**src/rtl/pillar_ctrl_pkg.sv**
```systemverilog
// Shared control definitions for the Pillar core: sequencer state codes
// and instruction-class constants used by the decode and datapath stages.
package pillar_ctrl_pkg;

  typedef enum logic [2:0] {
    ST_IDLE      = 3'd0,
    ST_FETCH     = 3'd1,
    ST_DECODE    = 3'd2,
    ST_EXECUTE   = 3'd3,
    ST_MEMORY    = 3'd4,
    ST_WRITEBACK = 3'd5,
    ST_HALT      = 3'd6,
    ST_FAULT     = 3'd7
  } stage_e;

  // Instruction classes as produced by decode; code 0 is never a valid class.
  localparam logic [4:0] IT_RTYPE  = 5'd1;
  localparam logic [4:0] IT_ITYPE  = 5'd2;
  localparam logic [4:0] IT_STYPE  = 5'd3;
  localparam logic [4:0] IT_LTYPE  = 5'd4;
  localparam logic [4:0] IT_BTYPE  = 5'd5;
  localparam logic [4:0] IT_UTYPE  = 5'd6;
  localparam logic [4:0] IT_JTYPE  = 5'd7;
  localparam logic [4:0] IT_JRTYPE = 5'd8;

  function automatic logic itype_legal(input logic [4:0] it);
    return it inside {IT_RTYPE, IT_ITYPE, IT_STYPE, IT_LTYPE,
                      IT_BTYPE, IT_UTYPE, IT_JTYPE, IT_JRTYPE};
  endfunction

endpackage

```
**src/rtl/stage_ctrl_wdog.sv**
```systemverilog
// Memory-ack watchdog for stage_ctrl; only instantiated when
// STAGE_CTRL_TIMEOUT_EN is defined.
module stage_ctrl_wdog #(
  parameter int unsigned TIMEOUT_CYCLES = 255
) (
  input  logic clk,
  input  logic reset,
  input  logic wait_en,
  input  logic ack,
  output logic expire
);

  localparam int unsigned CNT_W = ($clog2(TIMEOUT_CYCLES + 1) > 8) ?
                                  $clog2(TIMEOUT_CYCLES + 1) : 8;
  localparam logic [CNT_W-1:0] LAST_WAIT = CNT_W'(TIMEOUT_CYCLES - 1);

  logic [CNT_W-1:0] cnt_q;

  // Counts completed ack-less cycles; leaving the wait states or an ack clears it.
  always_ff @(posedge clk or negedge reset) begin
    if (!reset) begin
      cnt_q <= '0;
    end else if (!wait_en || ack) begin
      cnt_q <= '0;
    end else begin
      cnt_q <= cnt_q + 1'b1;
    end
  end

  // Fires during the TIMEOUT_CYCLES-th consecutive cycle without an ack.
  assign expire = wait_en && !ack && (cnt_q == LAST_WAIT);

endmodule

```
**src/rtl/stage_ctrl.sv**
```systemverilog
// Multicycle fetch/decode/execute/memory/writeback sequencer for the Pillar core.
// Define STAGE_CTRL_TIMEOUT_EN to fault on a memory ack that never arrives.
module stage_ctrl
  import pillar_ctrl_pkg::*;
#(
  parameter int unsigned TIMEOUT_CYCLES = 255
) (
  input  logic        clk,
  input  logic        reset,
  input  logic        run_i,
  input  logic        halt_i,
  input  logic [4:0]  itype_i,
  input  logic        mem_ack_i,
  output logic [2:0]  stage_o,
  output logic        mem_req_o,
  output logic        mem_we_o,
  output logic        ir_we_o,
  output logic        pc_we_o,
  output logic        wd_q_o,
  output logic        retire_o,
  output logic [31:0] retire_cnt_o,
  output logic        busy_o,
  output logic        fault_o
);

  stage_e      state_q;
  stage_e      state_nxt;
  logic [4:0]  itype_q;
  logic [31:0] retire_cnt_q;
  logic        retire;
  logic        timeout;
  logic        waiting;
  logic        is_store;
  logic        is_load;

  assign waiting  = (state_q == ST_FETCH) || (state_q == ST_MEMORY);
  assign is_store = (itype_q == IT_STYPE);
  assign is_load  = (itype_q == IT_LTYPE);

`ifdef STAGE_CTRL_TIMEOUT_EN
  stage_ctrl_wdog #(
    .TIMEOUT_CYCLES(TIMEOUT_CYCLES)
  ) u_wdog (
    .clk    (clk),
    .reset  (reset),
    .wait_en(waiting),
    .ack    (mem_ack_i),
    .expire (timeout)
  );
`else
  logic [31:0] timeout_cycles_unused;
  assign timeout_cycles_unused = 32'(TIMEOUT_CYCLES);
  assign timeout               = 1'b0;
`endif

  always_comb begin
    state_nxt = state_q;
    retire    = 1'b0;
    case (state_q)
      ST_IDLE: begin
        if (run_i) state_nxt = ST_FETCH;
      end
      ST_FETCH: begin
        if (mem_ack_i)    state_nxt = ST_DECODE;
        else if (timeout) state_nxt = ST_FAULT;
      end
      ST_DECODE: begin
        state_nxt = itype_legal(itype_i) ? ST_EXECUTE : ST_FAULT;
      end
      ST_EXECUTE: begin
        if (is_store || is_load)     state_nxt = ST_MEMORY;
        else if (itype_q == IT_BTYPE) retire   = 1'b1;
        else                          state_nxt = ST_WRITEBACK;
      end
      ST_MEMORY: begin
        if (mem_ack_i) begin
          if (is_load) state_nxt = ST_WRITEBACK;
          else         retire    = 1'b1;
        end else if (timeout) begin
          state_nxt = ST_FAULT;
        end
      end
      ST_WRITEBACK: begin
        retire = 1'b1;
      end
      default: begin
        state_nxt = state_q;
      end
    endcase
    // A retiring instruction picks the follow-on state: halt beats run.
    if (retire) begin
      if (halt_i)     state_nxt = ST_HALT;
      else if (run_i) state_nxt = ST_FETCH;
      else            state_nxt = ST_IDLE;
    end
  end

  // Moore outputs are registered from the next state so they align with stage_o.
  always_ff @(posedge clk or negedge reset) begin
    if (!reset) begin
      state_q      <= ST_IDLE;
      itype_q      <= '0;
      retire_cnt_q <= '0;
      mem_req_o    <= 1'b0;
      mem_we_o     <= 1'b0;
      wd_q_o       <= 1'b0;
      busy_o       <= 1'b0;
      fault_o      <= 1'b0;
    end else begin
      state_q <= state_nxt;
      if (state_q == ST_DECODE) itype_q <= itype_i;
      if (retire) retire_cnt_q <= retire_cnt_q + 32'd1;
      mem_req_o <= (state_nxt == ST_FETCH) || (state_nxt == ST_MEMORY);
      mem_we_o  <= (state_nxt == ST_MEMORY) && is_store;
      wd_q_o    <= (state_nxt == ST_WRITEBACK);
      busy_o    <= !(state_nxt inside {ST_IDLE, ST_HALT, ST_FAULT});
      fault_o   <= (state_nxt == ST_FAULT);
    end
  end

  assign stage_o      = state_q;
  assign ir_we_o      = (state_q == ST_FETCH) && mem_ack_i;
  assign retire_o     = retire;
  assign pc_we_o      = retire;
  assign retire_cnt_o = retire_cnt_q;

endmodule

```
**config.mk**
```make
export PLATFORM = sky130hd
export DESIGN_NAME = stage_ctrl
export DESIGN_NICKNAME = d
export VERILOG_FILES = /design/src/rtl/pillar_ctrl_pkg.sv /design/src/rtl/stage_ctrl_wdog.sv /design/src/rtl/stage_ctrl.sv
export SDC_FILE = /design/constraint.sdc
export NUM_CORES = 1
export LEC_CHECK = 0
export CORE_MARGIN = 5
export CORE_UTILIZATION = 38
export DETAILED_ROUTE_END_ITERATION = 10
export GPL_TIMING_DRIVEN = 0
export MAX_ROUTING_LAYER = met4
export PLACE_DENSITY_LB_ADDON = 0.25
export SLEW_MARGIN = 25
export SYNTH_ARGS = -nofsm -noshare
export SYNTH_HDL_FRONTEND = slang
export SYNTH_SLANG_ARGS = --single-unit
```
**constraint.sdc**
```tcl
create_clock -name clk -period 4 [get_ports clk]
set_input_delay 0.8 -clock clk [delete_from_list [all_inputs] [get_ports clk]]
set_output_delay 0.8 -clock clk [all_outputs]
set_load 0.01 [all_outputs]
```
==> out/metrics.csv, run 1 <==
metric,value,unit
floorplan.rows,27,
clock_latency,300,ps
post-synth-top-area-fraction,51.0,%
hold_class,in -> async,
detailroute.via_count,1737,
post_synthesis_to_final_layout_area_growth,32.7,%
top_level_ports,53,
worst_ir_drop_vdd,0.245,mV
ys_ff_latch,45,
cell_area_after_layout,0.00293,sq mm
final_layout_size_suffix_gt1_share,9.77,%
tot_pwr,1510,uW
htreeDepth,2,
critPathArrivalTime,2830,ps
final_net_count,276,
synth_seq_area_share,51.0,%
synth.area.top_cells,"dfrtp_1 51%, xnor2_1 6.7%, xor2_1 6.0%",
cts.clk_slew.worst_paths,80,ps
critical_path.reg2reg.endpoint,retire_cnt_o[20]$_DFFE_PN0P_,
die-area,0.00743,sq mm
slew_viol_final,0,
drtAntennaViolNets,0,
placeable_core_region,0.00557,sq mm
cp-start-kind,input pin,
route.detailed.drc,0,
clockRootBuffer,clkbuf_8,
number_of_antenna_violations_at_the_first_check_in_global_routing,0,
chipHeight,86.2,um
fin_worst_skew,10.8,ps
syn-mean-instance-area,10.8,sq um
worstSetupPathType,in -> out,
postCtsResizedCells,0,
avgRoutedWirePerCell,14.6,um
reg2regPathDepth,8,
combPwrFrac,39.3,%
total_switching_power,551,uW
tritoncts.num_buffers,5,
tritoncts,done,
postCtsHoldBufs,0,
rrSetupSlack,1940,ps
clkSinkCount,45,
synth.yosys.warnings,0,
crit_required,3200,ps
hpwl,3660,um
slew_headroom,54.2,%
worst_setup_path_end_kind,primary output,
cellPowerDensity,515,mW/mm^2
max_clock_freq,275,MHz
vias_per_cell,5.14,
first_iter_violations,137,
power.sequential.fraction,41.4,%
endpoint,retire_o,
first_global_vias,1732,
grt_overflow,0,
globalRouteTotalUtil,15.0,%
clockPowerShare,19.3,%
post_cts_buffers,0,
synth.cell_area,0.00221,sq mm
cell_type_contributing_the_most_total_cell_area_after_synthesis,dfrtp_1,
finalHoldViolations,0,
fp.dieW,86.2,um
grt_pass1_wl,8640,um
tightestPinTransition,681,ps
critical_path_peak_fanout,11,
grt_start_max_net_pins,26,
ctsLongestPathBuffers,2,
maxCapViolCount,0,
final_critical_path_setup_slack,368,ps
drtPass1Iterations,4,
ys_async_sr_fraction,100,%
placement.setup.worst_slack,376,ps
gp_congestion,0.862,
crit-reg2reg-launch,stage_o[2]$_DFF_PN0_,
port_buffers,52,
totalWireLength,4950,um
crit_slowest_cell,clkdlybuf4s50_1,
critical_path.max_stage_delay,540,ps
synth_enable_flop_cells,0,
outcome,"finished, final reports clean",
synthMostInstantiatedCell,dfrtp_1,
postSynthCellCount,205,
netlist-cell-type-count,42,
sw_frac_of_total,36.6,%
power.leakage,0.00113,uW
crit_path_frequent_cell,clkdlybuf4s50_1,
crit_path_cell_trace,clkdlybuf4s50_1 -> o211ai_1 -> o21a_1 -> inv_2 -> buf_2 -> buf_4 -> clkdlybuf4s50_1,
antenna_cells,0,
initial_core_util,39.6,%
timing.critical_path.from,mem_ack_i,
placed_cell_area,0.00283,sq mm
internal-power,956,uW
rsz0062_at_grt,no,
layout_worst_path_cycle_share,90.8,%
yosys_most_used_dff,dfrtp_1,
setup_violations,0,
ys_top_cells_by_count,"45 x dfrtp_1, 18 x nand2_1, 17 x xnor2_1",
fin_setup_tns,0,ps
syn-num-nets,216,
fin_crit,3630,ps
==> worst min-delay path by stage <==
| stage | slack [ps] | from | end | cells past startpoint |
|---|---|---|---|---|
| 4_1_cts | 470 | reset | retire_cnt_o[11]$_DFFE_PN0P_ | 1 |
| 3_3_place_gp | 460 | retire_cnt_o[31]$_DFFE_PN0P_ | retire_cnt_o[31]$_DFFE_PN0P_ | 1 |
| 2_1_floorplan | 450 | itype_q[2]$_DFFE_PN0P_ | mem_we_o$_DFF_PN0_ | 1 |
| 5_1_grt | 490 | reset | retire_cnt_o[11]$_DFFE_PN0P_ | 1 |
| 6_report | 460 | reset | retire_cnt_o[11]$_DFFE_PN0P_ | 1 |
| 3_5_place_dp | 460 | retire_cnt_o[31]$_DFFE_PN0P_ | retire_cnt_o[31]$_DFFE_PN0P_ | 1 |
==> power groups by stage <==
stage | clock (uW) | sequential [uW] | combinational, uW
final | 291 | 624 | 592
after global placement | 0 | 632 | 585
after global routing | 317 | 642 | 652
after CTS | 302 | 625 | 595
after detailed placement | 0 | 634 | 594
after floorplan | 0 | 640 | 336
==> kinds of logic (layout without fill, tap and decap cells) <==
group	after synthesis	count (layout)	synth area share, %
AO/OA/AOI/OAI	14	14	4.99
XOR/XNOR	32	32	12.7
adder cells (fa/ha/maj)	1	1	0.567
buffers and inverters	10	71	2.10
flip-flops	45	45	51.0
multiplexers	6	6	3.01
AND/OR/NAND/NOR	97	97	25.6
==> layout by cell type, fill, tap and decap left out, types with 3 or more instances in the layout <==
cell             count
clkdlybuf4s50_1     51
dfrtp_1             45
nand2_1             18
xnor2_1             17
xor2_1              15
nand4_1             14
nand3_1             11
nor4_1               9
and3_1               9
nor3_1               8
nor2_1               7
clkbuf_8             6
buf_2                5
mux2_2               5
clkbuf_1             3
nor2b_1              3
o21ai_0              3
and4_1               3
and2_1               3
==> sequential cells by signal (all words and copies together) (netlist names) <==
signal	cells
busy_o	1
fault_o	1
itype_q	5
mem_req_o	1
mem_we_o	1
retire_cnt_o	32
stage_o	3
wd_q_o	1
==> critical path: cells and delay by family <==
family,cells,cell delay [ps]
buffers and inverters,5,1690
AOI/OAI and AO/OA,2,330
==> final cells by class <==
cell class                      count  area (sq um)
Buffer                              8          38.8
Multi-Input combinational cell    150          1030
Clock buffer                        6          82.6
Timing Repair Buffer               53           536
Clock inverter                      2          13.8
Fill cell                         524          2650
Sequential cell                    45          1130
Inverter                            2          7.51
Tap cell                           72          90.1
==> per-layer routing <==
metal,vias up,GRT usage (%),wire length [um]
met4,0,4.25,35
met2,40,21.2,2160
li1,868,-,-
met3,2,3.42,200
met1,827,21.6,2550
met5,-,-,0
==> per-stage QoR <==
stage / std cells / util (%) / hold WS [ps]
after CTS: 338 / 52.5 / 468
final: 338 / 52.5 / 461
after global routing: 338 / 52.5 / 490
after floorplan: 205 / - / 448
after detailed placement: 330 / 50.8 / 461
after global placement: 329 / 50.5 / 457
No activity file was read; power rests on OpenSTA's default activity.
==> run 2, diff against run 1 <==
--- a/config.mk
+++ b/config.mk
@@ -9,6 +9,7 @@
 export CORE_UTILIZATION = 38
 export DETAILED_ROUTE_END_ITERATION = 10
 export GPL_TIMING_DRIVEN = 0
+export HOLD_SLACK_MARGIN = 0.1
 export MAX_ROUTING_LAYER = met4
 export PLACE_DENSITY_LB_ADDON = 0.25
 export SLEW_MARGIN = 25
==> results of run 2 <==
No change in the layout: final DEF, timing and power equal those of run 1.
